**src/rtl/pc_pkg.sv**
```systemverilog
// Shared constants and the next-PC select encoding for the fetch PC unit.
// No ports. This package provides:
//   - field widths for the instruction immediate and the jump index
//   - default reset and exception vectors
//   - pc_sel_e, the select that the top-level priority encoder produces
package pc_pkg;

  localparam int IMM_W   = 16;
  localparam int JIDX_W  = 26;
  localparam int INSTR_W = 32;

  localparam logic [31:0] DEFAULT_RESET_VEC = 32'h0000_0000;
  localparam logic [31:0] DEFAULT_EXC_VEC   = 32'h0000_0080;

  // SEL_HOLD covers a stalled fetch. A stall is not a target source, but it
  // still has to steer the PC mux.
  typedef enum logic [2:0] {
    SEL_SEQ,
    SEL_BR,
    SEL_J,
    SEL_JR,
    SEL_RET,
    SEL_EPC,
    SEL_EXC,
    SEL_HOLD
  } pc_sel_e;

endpackage

```
**src/rtl/pc_ras.sv**
```systemverilog
// Circular return-address stack.
// Ports:
//   clk, reset            rising-edge clock; asynchronous active-low reset
//   push, pop, push_data  stack operations (push and pop may be asserted together)
//   top                   entry at the stack pointer
//   count                 number of valid entries, 0..DEPTH
// A push onto a full stack overwrites the oldest entry. A pop on an empty
// stack does nothing. Push and pop together replace the top entry, provided
// the stack holds at least one entry.
module pc_ras #(
  parameter int DEPTH = 4,
  parameter int W     = 32
) (
  input  logic                   clk,
  input  logic                   reset,
  input  logic                   push,
  input  logic                   pop,
  input  logic [W-1:0]           push_data,
  output logic [W-1:0]           top,
  output logic [$clog2(DEPTH):0] count
);

  localparam int PTR_W = $clog2(DEPTH);
  localparam int CNT_W = PTR_W + 1;

  logic [W-1:0]     mem_q [DEPTH];
  logic [PTR_W-1:0] ptr_q, ptr_d, wr_ptr;
  logic [CNT_W-1:0] count_q, count_d;
  logic             pop_eff, wr_en;

  always_comb begin
    pop_eff = pop && (count_q != '0);
    ptr_d   = ptr_q;
    count_d = count_q;
    wr_en   = 1'b0;
    wr_ptr  = ptr_q;
    if (push && pop_eff) begin
      wr_en = 1'b1;
    end else if (push) begin
      // DEPTH is a power of two, so the pointer wraps on its own.
      wr_en  = 1'b1;
      wr_ptr = ptr_q + PTR_W'(1);
      ptr_d  = ptr_q + PTR_W'(1);
      if (count_q != CNT_W'(DEPTH)) count_d = count_q + CNT_W'(1);
    end else if (pop_eff) begin
      ptr_d   = ptr_q - PTR_W'(1);
      count_d = count_q - CNT_W'(1);
    end
  end

  always_ff @(posedge clk or negedge reset) begin
    if (!reset) begin
      ptr_q   <= '0;
      count_q <= '0;
    end else begin
      ptr_q   <= ptr_d;
      count_q <= count_d;
    end
  end

  // Entry contents need no reset; count decides which entries are valid.
  always_ff @(posedge clk) begin
    if (wr_en) mem_q[wr_ptr] <= push_data;
  end

  assign top   = mem_q[ptr_q];
  assign count = count_q;

endmodule

```
**src/rtl/pc_unit_ras.sv**
```systemverilog
// Fetch-stage program counter with exception entry/return and a return-address stack.
// Ports:
//   clk, reset (async, active low)
//   instr                  current instruction; imm16 and jidx are taken from it
//   stall, jump, link, branch, jr, ret, exc, eret   request flags from control/decode
//   jr_target              register operand used by jr, and by ret when the stack is empty
//   pc_out, pc_plus4, epc  fetch address, fetch address + 4, saved exception PC
//   ras_count              number of valid return-stack entries
// Next-PC priority: exc > eret > stall > ret > jr > jump > branch > sequential.
module pc_unit_ras
  import pc_pkg::*;
#(
  parameter int                ADDR_W    = 32,
  parameter logic [ADDR_W-1:0] RESET_VEC = ADDR_W'(DEFAULT_RESET_VEC),
  parameter logic [ADDR_W-1:0] EXC_VEC   = ADDR_W'(DEFAULT_EXC_VEC),
  parameter int                RAS_DEPTH = 4
) (
  input  logic                       clk,
  input  logic                       reset,
  input  logic [INSTR_W-1:0]         instr,
  input  logic                       stall,
  input  logic                       jump,
  input  logic                       link,
  input  logic                       branch,
  input  logic                       jr,
  input  logic                       ret,
  input  logic [ADDR_W-1:0]          jr_target,
  input  logic                       exc,
  input  logic                       eret,
  output logic [ADDR_W-1:0]          pc_out,
  output logic [ADDR_W-1:0]          pc_plus4,
  output logic [ADDR_W-1:0]          epc,
  output logic [$clog2(RAS_DEPTH):0] ras_count
);

  logic [ADDR_W-1:0] pc_q, pc_d, epc_q, epc_d;
  logic [ADDR_W-1:0] br_off, br_target, j_target, ras_top;
  logic              active, ras_push, ras_pop, unused_instr;
  pc_sel_e           sel;

  assign unused_instr = ^instr[INSTR_W-1:JIDX_W];

  assign pc_plus4  = pc_q + ADDR_W'(4);
  assign br_off    = {{(ADDR_W-IMM_W-2){instr[IMM_W-1]}}, instr[IMM_W-1:0], 2'b00};
  assign br_target = pc_plus4 + br_off;
  assign j_target  = {pc_plus4[ADDR_W-1:28], instr[JIDX_W-1:0], 2'b00};

  always_comb begin
    sel = SEL_SEQ;
    if (exc)                            sel = SEL_EXC;
    else if (eret)                      sel = SEL_EPC;
    else if (stall)                     sel = SEL_HOLD;
    else if (ret && (ras_count != '0))  sel = SEL_RET;
    else if (ret || jr)                 sel = SEL_JR;   // ret with an empty stack falls back to jr_target
    else if (jump)                      sel = SEL_J;
    else if (branch)                    sel = SEL_BR;
  end

  always_comb begin
    pc_d  = pc_plus4;
    epc_d = epc_q;
    case (sel)
      SEL_EXC: begin
        pc_d  = EXC_VEC;
        epc_d = pc_q;
      end
      SEL_EPC:  pc_d = epc_q;
      SEL_HOLD: pc_d = pc_q;
      SEL_RET:  pc_d = ras_top;
      SEL_JR:   pc_d = jr_target;
      SEL_J:    pc_d = j_target;
      SEL_BR:   pc_d = br_target;
      default:  pc_d = pc_plus4;
    endcase
  end

  // A jal still pushes when a ret wins the target in the same cycle; the
  // stack then performs a combined pop+push.
  assign active   = !(exc || eret || stall);
  assign ras_push = active && jump && link;
  assign ras_pop  = active && ret;

  pc_ras #(
    .DEPTH (RAS_DEPTH),
    .W     (ADDR_W)
  ) u_ras (
    .clk       (clk),
    .reset     (reset),
    .push      (ras_push),
    .pop       (ras_pop),
    .push_data (pc_plus4),
    .top       (ras_top),
    .count     (ras_count)
  );

  always_ff @(posedge clk or negedge reset) begin
    if (!reset) begin
      pc_q  <= RESET_VEC;
      epc_q <= '0;
    end else begin
      pc_q  <= pc_d;
      epc_q <= epc_d;
    end
  end

  assign pc_out = pc_q;
  assign epc    = epc_q;

endmodule

```
**config.mk**
```make
export PLATFORM = sky130hd
export DESIGN_NAME = pc_unit_ras
export DESIGN_NICKNAME = d
export VERILOG_FILES = /design/src/rtl/pc_pkg.sv /design/src/rtl/pc_ras.sv /design/src/rtl/pc_unit_ras.sv
export SDC_FILE = /design/constraint.sdc
export NUM_CORES = 1
export LEC_CHECK = 0
export ABC_AREA = 0
export BUFFER_PORTS_ARGS = -buffer_cell sky130_fd_sc_hd__buf_2
export CAP_MARGIN = 5
export CORE_MARGIN = 2
export CORE_UTILIZATION = 50
export DETAILED_ROUTE_END_ITERATION = 10
export HOLD_SLACK_MARGIN = 0.12
export PLACE_DENSITY = 0.72
export SLEW_MARGIN = 20
export SYNTH_ARGS = -nofsm -noshare
export SYNTH_HDL_FRONTEND = slang
export SYNTH_SLANG_ARGS = --single-unit
export TNS_END_PERCENT = 50
```
**constraint.sdc**
```tcl
create_clock -name clk -period 9.4 [get_ports clk]
set_clock_uncertainty 0.05 [all_clocks]
set_input_delay 1.88 -clock clk [delete_from_list [all_inputs] [get_ports clk]]
set_output_delay 1.88 -clock clk [all_outputs]
set_load 0.02 [all_outputs]
```
== Word level (Yosys, flattened, before mapping) ==
Memory sizes are Yosys's and may differ from the RTL's.
Index checks and enable logic that the tools add are counted.
Operators by class
  reduce and logical (&&, ||, !) cells: 14
  equal/unequal tests: 9
  bitwise operators: 1
  add/sub/neg operators: 6
  multiplexer cells: 19
Operators by type and width (number)
  32-bit case mux with 7 select lines: 1
  32-bit by 3-bit adder with 32-bit output (second input constant): 1
  32-bit adder: 1
  3-bit 2-to-1 mux: 7
  3-bit == test (second input constant): 4
  2-bit 2-to-1 mux: 6
  3-bit by 2-bit == test with 1-bit output (second input constant): 2
  1-bit logical AND: 6
  1-bit 2-to-1 mux: 5
  3-bit by 1-bit adder with 3-bit output (second input constant): 1
  3-bit by 1-bit == test with 1-bit output (second input constant): 1
  1-bit logical OR: 3
  3-bit inequality test (second input constant): 1
  3-bit AND reduction: 1
  3-bit nonzero test: 1
  3-bit by 1-bit subtractor with 3-bit output (second input constant): 1
  2-bit by 1-bit adder with 2-bit output (second input constant): 1
  2-bit inequality test (second input constant): 1
  2-bit AND reduction: 1
  2-bit nonzero test: 1
  2-bit by 1-bit subtractor with 2-bit output (second input constant): 1
  1-bit logical NOT: 1
  1-bit inverter: 1
Storage, ports and cells
  input bits: 74
  register bits: 69
  output and inout bits: 99
  word-level logic and storage cells: 54
  memories kept: 1
  memory bits (writable): 128
Memories
  u_ras.mem_q: words 4, width 32, rd ports 1, clocked after Yosys merged registers in 0, wr ports 1, line pc_ras.sv:26  | logic [W-1:0] mem_q [DEPTH];

== Logic depth before layout (Yosys ltp) ==
Gate-level depths: netlist of the first run.
  word-level depth: 9
  mapped depth: 17
  mapped depth without buffers: 16

== Cells and area by module ==
A second synthesis of the first run with hierarchy kept.
Second synthesis, totals
  cell total of the unflattened synthesis: 906
  area total of the unflattened synthesis: 10920.5 µm²
Modules (own cells, without submodules)
  pc_unit_ras: area each 5863.1 µm², instances 1, cells an instance 691, seq. area each 1601.5 µm²
  pc_ras: area each 5057.4 µm², instances 1, cells an instance 215, seq. area each 3968.8 µm²

== Worst setup path before layout of the first run ==
Ideal clock, no wire load.
  path kind: input to register
  start point: input eret
  end point: memory u_ras.mem_q[1][0], enable pin
  slack: 2.935 ns
  stages: 8
  library setup time: 0.470 ns
  data arrival time: 5.945 ns
  data required time: 8.880 ns
  path through: clkbuf_1 nor3_2 nand3_1 ha_1 nor2b_1 mux2_2 nor2_1 a211oi_1
On the way
  longest elaborated chain between the ends: 9
RTL lines
  from (decl): line pc_unit_ras.sv:29  | input logic eret,
  1-bit logical OR * (2 in series): line pc_unit_ras.sv:79  | assign active = !(exc || eret || stall);
  1-bit logical NOT *: line pc_unit_ras.sv:79
  1-bit logical AND, on equally long branches: line pc_unit_ras.sv:80, pc_unit_ras.sv:81
  1-bit logical AND, on equally long branches: line pc_unit_ras.sv:80, pc_ras.sv:32
  1-bit 2-to-1 mux or 1-bit logical AND (tied branches): line pc_ras.sv:39, pc_ras.sv:37
  1-bit 2-to-1 mux: line pc_ras.sv:37  | if (push && pop_eff) begin
  1-bit 2-to-1 mux: line pc_ras.sv:63  | if (wr_en) mem_q[wr_ptr] <= push_data;
  1-bit 2-to-1 mux (implied by the code): line pc_ras.sv:63
  to (decl): line pc_ras.sv:26
Mark *: on every way between the ends. The rest lies on a longest branch, timed or not.

== Worst setup path in the final report of the first run ==
  start point: input exc
  end point: memory u_ras.mem_q[1][21], enable pin
On the way
  longest elaborated chain between the ends: 9
RTL lines
  from (decl): line pc_unit_ras.sv:28  | input logic exc,
  1-bit logical OR * (2 in series): line pc_unit_ras.sv:79
  1-bit logical NOT *: line pc_unit_ras.sv:79
  1-bit logical AND, on equally long branches: line pc_unit_ras.sv:80, pc_unit_ras.sv:81
  1-bit logical AND, on equally long branches: line pc_unit_ras.sv:80, pc_ras.sv:32
  1-bit 2-to-1 mux or 1-bit logical AND (tied branches): line pc_ras.sv:39, pc_ras.sv:37
  1-bit 2-to-1 mux: line pc_ras.sv:37
  1-bit 2-to-1 mux: line pc_ras.sv:63
  1-bit 2-to-1 mux (implied by the code): line pc_ras.sv:63
Marked as above.

==> results of run 1 <==
==> cells by family (layout without fill, tap and decap cells) <==
kind of cell,Yosys count,count (layout),share of synthesized area [%]
adder cells (fa/ha/maj),41,41,4.87
XOR/XNOR,55,55,4.62
multiplexers,68,68,10.4
flip-flops,197,197,51.4
AND/OR/NAND/NOR,216,216,9.87
AO/OA/AOI/OAI,252,252,15.7
buffers and inverters,74,234,3.19
==> critical path, delay by kind of cell <==
kind / cells / cell delay (ps)
simple gates: 4 / 1300
compound gates: 1 / 910
buf+inv: 3 / 830
fa+ha+maj: 1 / 550
mux: 1 / 230
==> cells in the final DEF, fill, tap and decap left out, types with 22 or more instances in the layout <==
| cell | synthesis | final |
|---|---|---|
| ha_1 | 39 | 39 |
| mux2_2 | 34 | 34 |
| mux4_2 | 32 | 32 |
| nand2_1 | 63 | 63 |
| nand3_1 | 28 | 28 |
| xnor2_1 | 37 | 37 |
| edfxtp_1 | 128 | 128 |
| a21oi_1 | 78 | 78 |
| o21ai_0 | 22 | 22 |
| buf_2 | 18 | 165 |
| nor2_1 | 53 | 48 |
| a22oi_1 | 27 | 27 |
| dfrtp_1 | 69 | 68 |
==> where the power goes <==
part / internal [mW] / leakage, nW / switching [mW] / total [mW]
Combinational: 0.372 / 2.81 / 0.532 / 0.904
Sequential: 1.01 / 2.07 / 0.0784 / 1.09
Clock: 0.450 / 0.304 / 0.338 / 0.788
Total: 1.83 / 5.18 / 0.949 / 2.78
==> worst max-delay path by stage <==
stage,from,end,slack (ps),cells after the start
final,exc,u_ras.mem_q[1][21],3740,10
after global routing,exc,u_ras.mem_q[1][7],3490,10
after global placement,exc,u_ras.mem_q[1][0],3340,10
after CTS,exc,u_ras.mem_q[1][6],3720,10
after floorplan,eret,u_ras.mem_q[1][0],2940,8
after detailed placement,exc,u_ras.mem_q[1][0],3280,10
==> stage by stage <==
stage	setup WS [ps]	cell area, µm²
2_1_floorplan	2940	10800
3_3_place_gp	3340	11900
3_5_place_dp	3280	11900
4_1_cts	3720	12500
5_1_grt	3490	12600
6_report	3740	12600
==> per-layer routing <==
metal / wire length, µm / part of all wire [%]
met1: 12900 / 42
met2: 14900 / 48
met3: 2500 / 8.1
met4: 577 / 1.9
met5: 0 / 0
==> state kept, by name (all words and copies together), names as in the netlist <==
| signal | cells |
|---|---|
| epc | 32 |
| u_ras.count | 3 |
| pc_out | 32 |
| u_ras.mem_q | 128 |
| u_ras.ptr_q | 2 |
==> final cells by class <==
cell class	instances	area [µm²]
Multi-Input combinational cell	632	4960
Fill cell	1719	8560
Clock buffer	18	429
Timing Repair Buffer	182	1010
Tap cell	275	344
Clock inverter	14	198
Inverter	20	75.1
Sequential cell	197	5570
==> impl_metrics.json, run 1 <==
{
  "track_usage_pct": 27.3,
  "synthTopCellsByArea": "edfxtp_1 35%, dfrtp_1 16%, mux4_2 6.7%, ha_1 4.5%, a21oi_1 3.6%",
  "worst-path-max-fanout": 39,
  "max_clock_freq_ghz": 0.177,
  "drc_errors": 0,
  "ctsHoldBuffers": 0,
  "synth_area_per_cell_um2": 12.0,
  "r2r_cells": 15,
  "use_met1_pct": 37.8,
  "finalCritPeriodShare_pct": 60.2,
  "max_stage_delay_ps": 910,
  "drive_gt1_share_pct": 28.8,
  "synth_top_area_share_pct": 35.5,
  "wl_um": 30900,
  "timing.max_cap.violations": 0,
  "numCtsBuffers": 17,
  "insertedDiodeCount": 0,
  "synth-edff-count": 128,
  "peakVddDrop_mv": 0.138,
  "worstSkewPairLatency_ps": 440,
  "layout.cells.non_filler": 1338,
  "die_w_um": 151,
  "worstPathCellList": "buf_2, buf_4, nor3_2, nand3_1, ha_1, nor2b_1, mux2_2, nor2_1, a211oi_4, buf_4",
  "p_leak_nw": 5.18,
  "place_inst": 1303,
  "path_clk_slew_ps": 70,
  "root_buffer": "clkbuf_16",
  "finalSetupViolCount": 0,
  "antenna_found_initial": 0,
  "crit_arrival_ps": 5730,
  "cp_common_cell": "buf_4",
  "synth_cell_types": 77,
  "grt_use_met3_pct": 5.36,
  "synth_nets": 1018,
  "syn_area_mm2": 0.0108,
  "hold_ws_ps": 483,
  "synthToLayoutAreaGrowth_pct": 16.2,
  "async_reset_ff_share_pct": 35.0,
  "final_util_pct": 59.5,
  "hold_depth": 1,
  "drt-initial-drc-count": 889,
  "initial_utilization_pct": 51.2,
  "ant_nets": 0,
  "io_pins": 173,
  "grt_pass1_wl_um": 46500,
  "synth_commonest_cells": "128 x edfxtp_1, 78 x a21oi_1, 69 x dfrtp_1",
  "p_per_area_mw_per_mm2": 221,
  "reg2reg_from": "pc_out[2]",
  "top_usage_layer": "met2",
  "total_power_mw": 2.78,
  "dr_total_vias": 8446,
  "min_from": "epc[14]",
  "yosysMostFrequentCell": "edfxtp_1",
  "period_needed_ps": 5660,
  "yosys.area.top_type": "edfxtp_1",
  "hpwlAfterDp_um": 20400,
  "std_cell_rows": 53,
  "crit_required_ps": 9470,
  "endpoint_kind": "flop",
  "synthCells": 903,
  "wl_per_cell_um": 23.1,
  "max_slew_margin_pct": 20.3,
  "routed_via_density": 6.31,
  "fp.coreArea_mm2": 0.0212,
  "critPathLaunchType": "primary input",
  "cpMaxStageDelayCell": "a211oi_4",
  "status": "finished, final reports clean",
  "worstMarginPinSlew_ps": 1190,
  "grt_max_degree": 70,
  "slew_viol_final": 0,
  "htree_levels": 4,
  "cts_tree": "yes",
  "hold_viol": 0,
  "synth_seq_cells": 197,
  "cts_max_path_buffers": 2,
  "worstSetupPathType": "primary input to flop",
  "grtUsageMet2_pct": 44.5,
  "rsz0062_at_grt": "no",
  "r2r_end": "pc_out[28]",
  "io_buffer_count": 166,
  "final.setup.tns_ps": 0,
  "die_h_um": 151,
  "grt_overflow": 0,
  "yosysWarnings": 0,
  "synth_ff_type": "edfxtp_1",
  "r2r_setup_slack_ps": 4590,
  "synth_seq_area_share_pct": 51.4,
  "hold_end": "epc[14]",
  "dieArea_mm2": 0.0229,
  "dr.pass1.iters": 5,
  "nets": 1165,
  "grt_pass1_vias": 8040,
  "gp_congestion": 0.904,
  "hp-class": "flop to flop",
  "cts_sinks": 197,
  "ctsResizeCount": 0,
  "cts_setup_buffers": 0
}
(Power assumes the default switching activity.)
==> inputs of run 2 (changes only) <==
--- a/config.mk
+++ b/config.mk
@@ -12,7 +12,7 @@
 export CORE_UTILIZATION = 50
 export DETAILED_ROUTE_END_ITERATION = 10
 export HOLD_SLACK_MARGIN = 0.12
-export PLACE_DENSITY = 0.72
+export PLACE_DENSITY = 0.75
 export SLEW_MARGIN = 20
 export SYNTH_ARGS = -nofsm -noshare
 export SYNTH_HDL_FRONTEND = slang
==> constraint.sdc (replaced) <==
create_clock -name clk -period 5.1 [get_ports clk]
set_clock_uncertainty 0.05 [all_clocks]
set_input_delay 1.02 -clock clk [delete_from_list [all_inputs] [get_ports clk]]
set_output_delay 1.02 -clock clk [all_outputs]
set_load 0.02 [all_outputs]
==> impl_metrics.json, run 2 (synthesis results as in run 1) <==
{
  "htree_levels": 4,
  "crit_arrival_ps": 4860,
  "seq_power_share_pct": 41.0,
  "path_clk_slew_ps": 70,
  "final.setup.tns_ps": 0,
  "worstSkewPairLatency_ps": 440,
  "die_w_um": 151,
  "initial_utilization_pct": 51.2,
  "numCtsBuffers": 17,
  "m1WireLength_um": 12700,
  "cts_sinks": 197,
  "die_h_um": 151,
  "dr.pass1.iters": 7,
  "finalSetupViolCount": 0,
  "endpoint_kind": "flop",
  "largest_reg_flops": 128,
  "wl_per_cell_um": 23.2,
  "peakVddDrop_mv": 0.253,
  "clkPwrFrac_pct": 26.1,
  "drive_gt1_share_pct": 29.4,
  "timing.max_cap.violations": 0,
  "cts_setup_buffers": 0,
  "route.met3.wl_um": 2550,
  "finalCritPeriodShare_pct": 89.9,
  "synthToLayoutAreaGrowth_pct": 15.7,
  "fp.coreArea_mm2": 0.0212,
  "p_per_area_mw_per_mm2": 397,
  "grt_pass1_vias": 8306,
  "layout_common_cells": "165 x buf_2, 128 x edfxtp_1, 78 x a21oi_1",
  "grt_max_degree": 70,
  "routed_via_density": 6.34,
  "worstSetupPathType": "flop to flop",
  "dr_total_vias": 8548,
  "io_pins": 173,
  "slew_viol_final": 0,
  "wl_met2_um": 15300,
  "hold_ws_ps": 485,
  "crit_family": "compound AO/OA/AOI/OAI gates",
  "ant_nets": 0,
  "cts_tree": "yes",
  "drc_errors": 0,
  "final_util_pct": 59.3,
  "critPathBufInv": 1,
  "hp-class": "flop to flop",
  "nets": 1175,
  "track_usage_pct": 28.0,
  "worstMarginPinSlew_ps": 1030,
  "worstPathCellList": "ha_1, nand4_1, buf_4, nor3_1, nand2_1, xnor2_1, ha_1, a21oi_1, o21bai_1, a21oi_1, o21a_1, o31a_1, xnor2_1, a221oi_1, nor2_1",
  "p_switching_mw": 1.73,
  "swShare_pct": 34.8,
  "top_layer": "met4",
  "hold_viol": 0,
  "dp_slack_ps": 527,
  "ctsHoldBuffers": 0,
  "cpMaxStageDelayCell": "nor3_1",
  "critPathLaunch": "pc_out[2]",
  "setup_ws_ps": 513,
  "critPathLaunchType": "flop",
  "antenna_found_initial": 1,
  "wl_um": 31200,
  "p_int_mw": 3.24,
  "period_needed_ps": 4590,
  "rsz0062_at_grt": "no",
  "max_slew_margin_pct": 31.2,
  "hpwlAfterDp_um": 21800,
  "min_from": "u_ras.count[2]",
  "ctsResizeCount": 0,
  "crit_required_ps": 5380,
  "drt-initial-drc-count": 705,
  "grt_pass1_wl_um": 47600,
  "cts_max_path_buffers": 2,
  "root_buffer": "clkbuf_16",
  "final_common_cell": "buf_2",
  "grt_overflow": 0,
  "dieArea_mm2": 0.0229,
  "max_stage_delay_ps": 680,
  "p_leak_nw": 5.17,
  "gp_congestion": 0.888,
  "regMostFlops": "u_ras.mem_q",
  "std_cell_rows": 53,
  "io_buffer_count": 166,
  "status": "finished, final reports clean",
  "pwr-share-comb_pct": 32.9,
  "reg2reg_from": "pc_out[2]",
  "worst-path-max-fanout": 6,
  "max_clock_freq_ghz": 0.218
}
-- run 2: cell types whose count changed in the layout (fill, tap and decap cells not counted), sizes merged --
cell	delta
buf	+10
bufinv	-3
clkbuf	+3
clkinvlp	+2
inv	-2
diode	+1
-- run 2: area by class of cell --
type	count	area (µm²)
inverters	20	75.1
multi-input cells	632	4960
diodes	1	2.50
clock buffers	21	450
clock inverters	11	101
repair buffers	192	1030
fillers	1722	8620
well taps	275	344
flip-flops and latches	197	5570
-- run 2: layer usage --
metal,GRT usage [%],up-vias
met2,45.4,426
met5,0,-
met3,5.81,55
met4,10.4,0
met1,37.4,4280
li1,-,3787
-- run 2: worst reg2reg max path, stage by stage, from the launching register on --
cell      delay, ps
dfrtp_1         460
ha_1            300
nand4_1         170
buf_4           190
nor3_1          680
nand2_1         190
xnor2_1         500
ha_1            420
a21oi_1         270
o21bai_1         90
a21oi_1         190
o21a_1          130
o31a_1          300
xnor2_1         150
a221oi_1        300
nor2_1           80
-- run 2: worst paths after layout --
path | endpoint | slack (ps) | cells past startpoint
hold reg to reg | u_ras.count[2] | 480 | 1
hold / removal | u_ras.count[2] | 480 | 1
setup / recovery | pc_out[23] | 510 | 15
setup reg to reg | pc_out[23] | 510 | 15
min in group asynchronous | epc[24] | 690 | 1
max in group asynchronous | u_ras.ptr_q[0] | 3600 | 1
-- run 2: stage by stage --
stage          total power, mW  area (µm²)  instances
6_report                  4.98       12500       1349
5_1_grt                   5.21       12500       1348
4_1_cts                   4.99       12500       1348
3_5_place_dp              3.70       12000       1316
3_3_place_gp              3.66       12000       1316
2_1_floorplan             3.22       10800        903
-- run 2: power groups by stage --
stage          logic (mW)  registers (mW)  clock network (mW)
6_report             1.64            2.04                1.30
5_1_grt              1.78            2.06                1.37
4_1_cts              1.64            2.04                1.32
3_5_place_dp         1.63            2.07                   0
3_3_place_gp         1.60            2.06                   0
2_1_floorplan        1.10            2.12                   0
==> inputs of run 3 (changes only) <==
--- a/config.mk
+++ b/config.mk
@@ -9,10 +9,9 @@
 export BUFFER_PORTS_ARGS = -buffer_cell sky130_fd_sc_hd__buf_2
 export CAP_MARGIN = 5
 export CORE_MARGIN = 2
-export CORE_UTILIZATION = 50
+export CORE_UTILIZATION = 30
 export DETAILED_ROUTE_END_ITERATION = 10
 export HOLD_SLACK_MARGIN = 0.12
-export PLACE_DENSITY = 0.75
 export SLEW_MARGIN = 20
 export SYNTH_ARGS = -nofsm -noshare
 export SYNTH_HDL_FRONTEND = slang
==> impl_metrics.json, run 3 (synthesis results as in run 1) <==
{
  "wl_per_cell_um": 23.1,
  "antenna_found_initial": 3,
  "synthToLayoutAreaGrowth_pct": 18.8,
  "place_area_mm2": 0.0123,
  "dp_slack_ps": 638,
  "final.setup.tns_ps": 0,
  "root_buffer": "clkbuf_16",
  "die_w_um": 194,
  "hold_viol": 0,
  "pwr-share-comb_pct": 33.1,
  "cts_max_path_buffers": 2,
  "layout_common_cells": "165 x buf_2, 128 x edfxtp_1, 78 x a21oi_1",
  "hp-class": "primary input to asynchronous set/reset pin",
  "ant_nets": 0,
  "cts_tree": "yes",
  "layout.cells.non_filler": 1539,
  "status": "finished, final reports clean",
  "ctsHoldBuffers": 0,
  "cts_sinks": 197,
  "io_pins": 173,
  "grt_pass1_wl_um": 53500,
  "max_slew_margin_pct": 27.2,
  "p_per_area_mw_per_mm2": 396,
  "drt-initial-drc-count": 570,
  "dr_total_vias": 8404,
  "numCtsBuffers": 17,
  "p_int_mw": 3.26,
  "hpwlAfterDp_um": 24600,
  "peakVddDrop_mv": 0.238,
  "ctsResizeCount": 0,
  "final_common_cell": "buf_2",
  "clkPwrFrac_pct": 27.1,
  "finalCritPeriodShare_pct": 89.2,
  "drc_errors": 0,
  "endpoint_kind": "flop",
  "seq_power_share_pct": 39.7,
  "gp_congestion": 0.882,
  "cts_setup_buffers": 0,
  "io_buffer_count": 166,
  "worstSetupPathType": "flop to flop",
  "largest_reg_flops": 128,
  "slew_viol_final": 0,
  "crit_required_ps": 5410,
  "regMostFlops": "u_ras.mem_q",
  "worstMarginPinSlew_ps": 1090,
  "crit_arrival_ps": 4860,
  "period_needed_ps": 4550,
  "timing.max_cap.violations": 0,
  "grt_pass1_vias": 8433,
  "critPathLaunchType": "flop",
  "setup_ws_ps": 552,
  "wl_um": 35600,
  "htree_levels": 4,
  "nets": 1179,
  "fp.coreArea_mm2": 0.0356,
  "rsz0062_at_grt": "no",
  "max_clock_freq_ghz": 0.220,
  "initial_utilization_pct": 30.5,
  "grt_max_degree": 39,
  "routed_via_density": 5.46,
  "p_switching_mw": 1.84,
  "dieArea_mm2": 0.0377,
  "track_usage_pct": 18.9,
  "worst-path-max-fanout": 8,
  "die_h_um": 194,
  "swShare_pct": 36.2,
  "std_cell_rows": 69,
  "critPathLaunch": "pc_out[2]",
  "p_leak_nw": 5.23,
  "place_inst": 1506,
  "total_power_mw": 5.10,
  "finalSetupViolCount": 0,
  "grt_overflow": 0,
  "reg2reg_from": "pc_out[2]",
  "worstSkewPairLatency_ps": 460,
  "final_area_mm2": 0.0129,
  "drive_gt1_share_pct": 30.1,
  "path_clk_slew_ps": 80,
  "dr.pass1.iters": 5
}
==> run 3: cell count changes in the layout (fill, tap and decap cells not counted), moves of 2 or more <==
cell,delta
buf_12,+2
buf_4,+2
clkbuf_1,-3
clkinv_4,+3
clkinvlp_4,-3
inv_8,+3
==> run 3: area by class of cell <==
class / count / area, µm²
Antenna cell: 1 / 2.50
Clock buffer: 17 / 425
Clock inverter: 15 / 161
Fill cell: 3537 / 22700
Inverter: 20 / 75.1
Multi-Input combinational cell: 632 / 4980
Sequential cell: 197 / 5570
Tap cell: 461 / 577
Timing Repair Buffer: 196 / 1080
==> run 3: stage by stage <==
stage	hold WS, ps	util, %
floorplan	564	-
global placement	464	34.5
detailed placement	469	34.5
CTS	475	36.2
global route	482	36.2
finish	466	36.2
==> run 3: power by group through the flow <==
stage / logic (mW) / registers [mW] / clock network (mW)
final: 1.69 / 2.03 / 1.38
after global routing: 1.83 / 2.05 / 1.47
after CTS: 1.70 / 2.03 / 1.41
after detailed placement: 1.69 / 2.06 / 0
after global placement: 1.67 / 2.06 / 0
after floorplan: 1.10 / 2.12 / 0
==> run 3: routing by layer <==
| layer | share of wire, % | wire [µm] | track usage, % |
|---|---|---|---|
| met4 | 1.6 | 585 | 5.33 |
| met5 | 0.059 | 21 | 0 |
| met2 | 49 | 17500 | 31.8 |
| met3 | 5.7 | 2030 | 3.55 |
| met1 | 43 | 15400 | 24.9 |
==> run 3: path summary, 6_finish.rpt <==
check                                  to  slack [ps]  cells after the start
setup / recovery               pc_out[30]         550                     15
max in group asynchronous  u_ras.ptr_q[0]        3560                      2
min in group clk           u_ras.count[2]         480                      1
setup reg to reg               pc_out[30]         550                     15
hold reg to reg            u_ras.count[2]         480                      1
hold / removal                    epc[24]         470                      1
==> run 3: critical path, stage by stage (launching register included) <==
cell	delay [ps]
dfrtp_1	440
ha_1	290
nand4_1	210
nor2_1	260
and2_1	290
nand2_1	210
nor2_1	250
xor2_1	490
ha_1	460
a21o_1	210
a21oi_1	230
and3_1	200
a21boi_1	270
nor4_1	130
o31a_1	290
o31ai_1	180
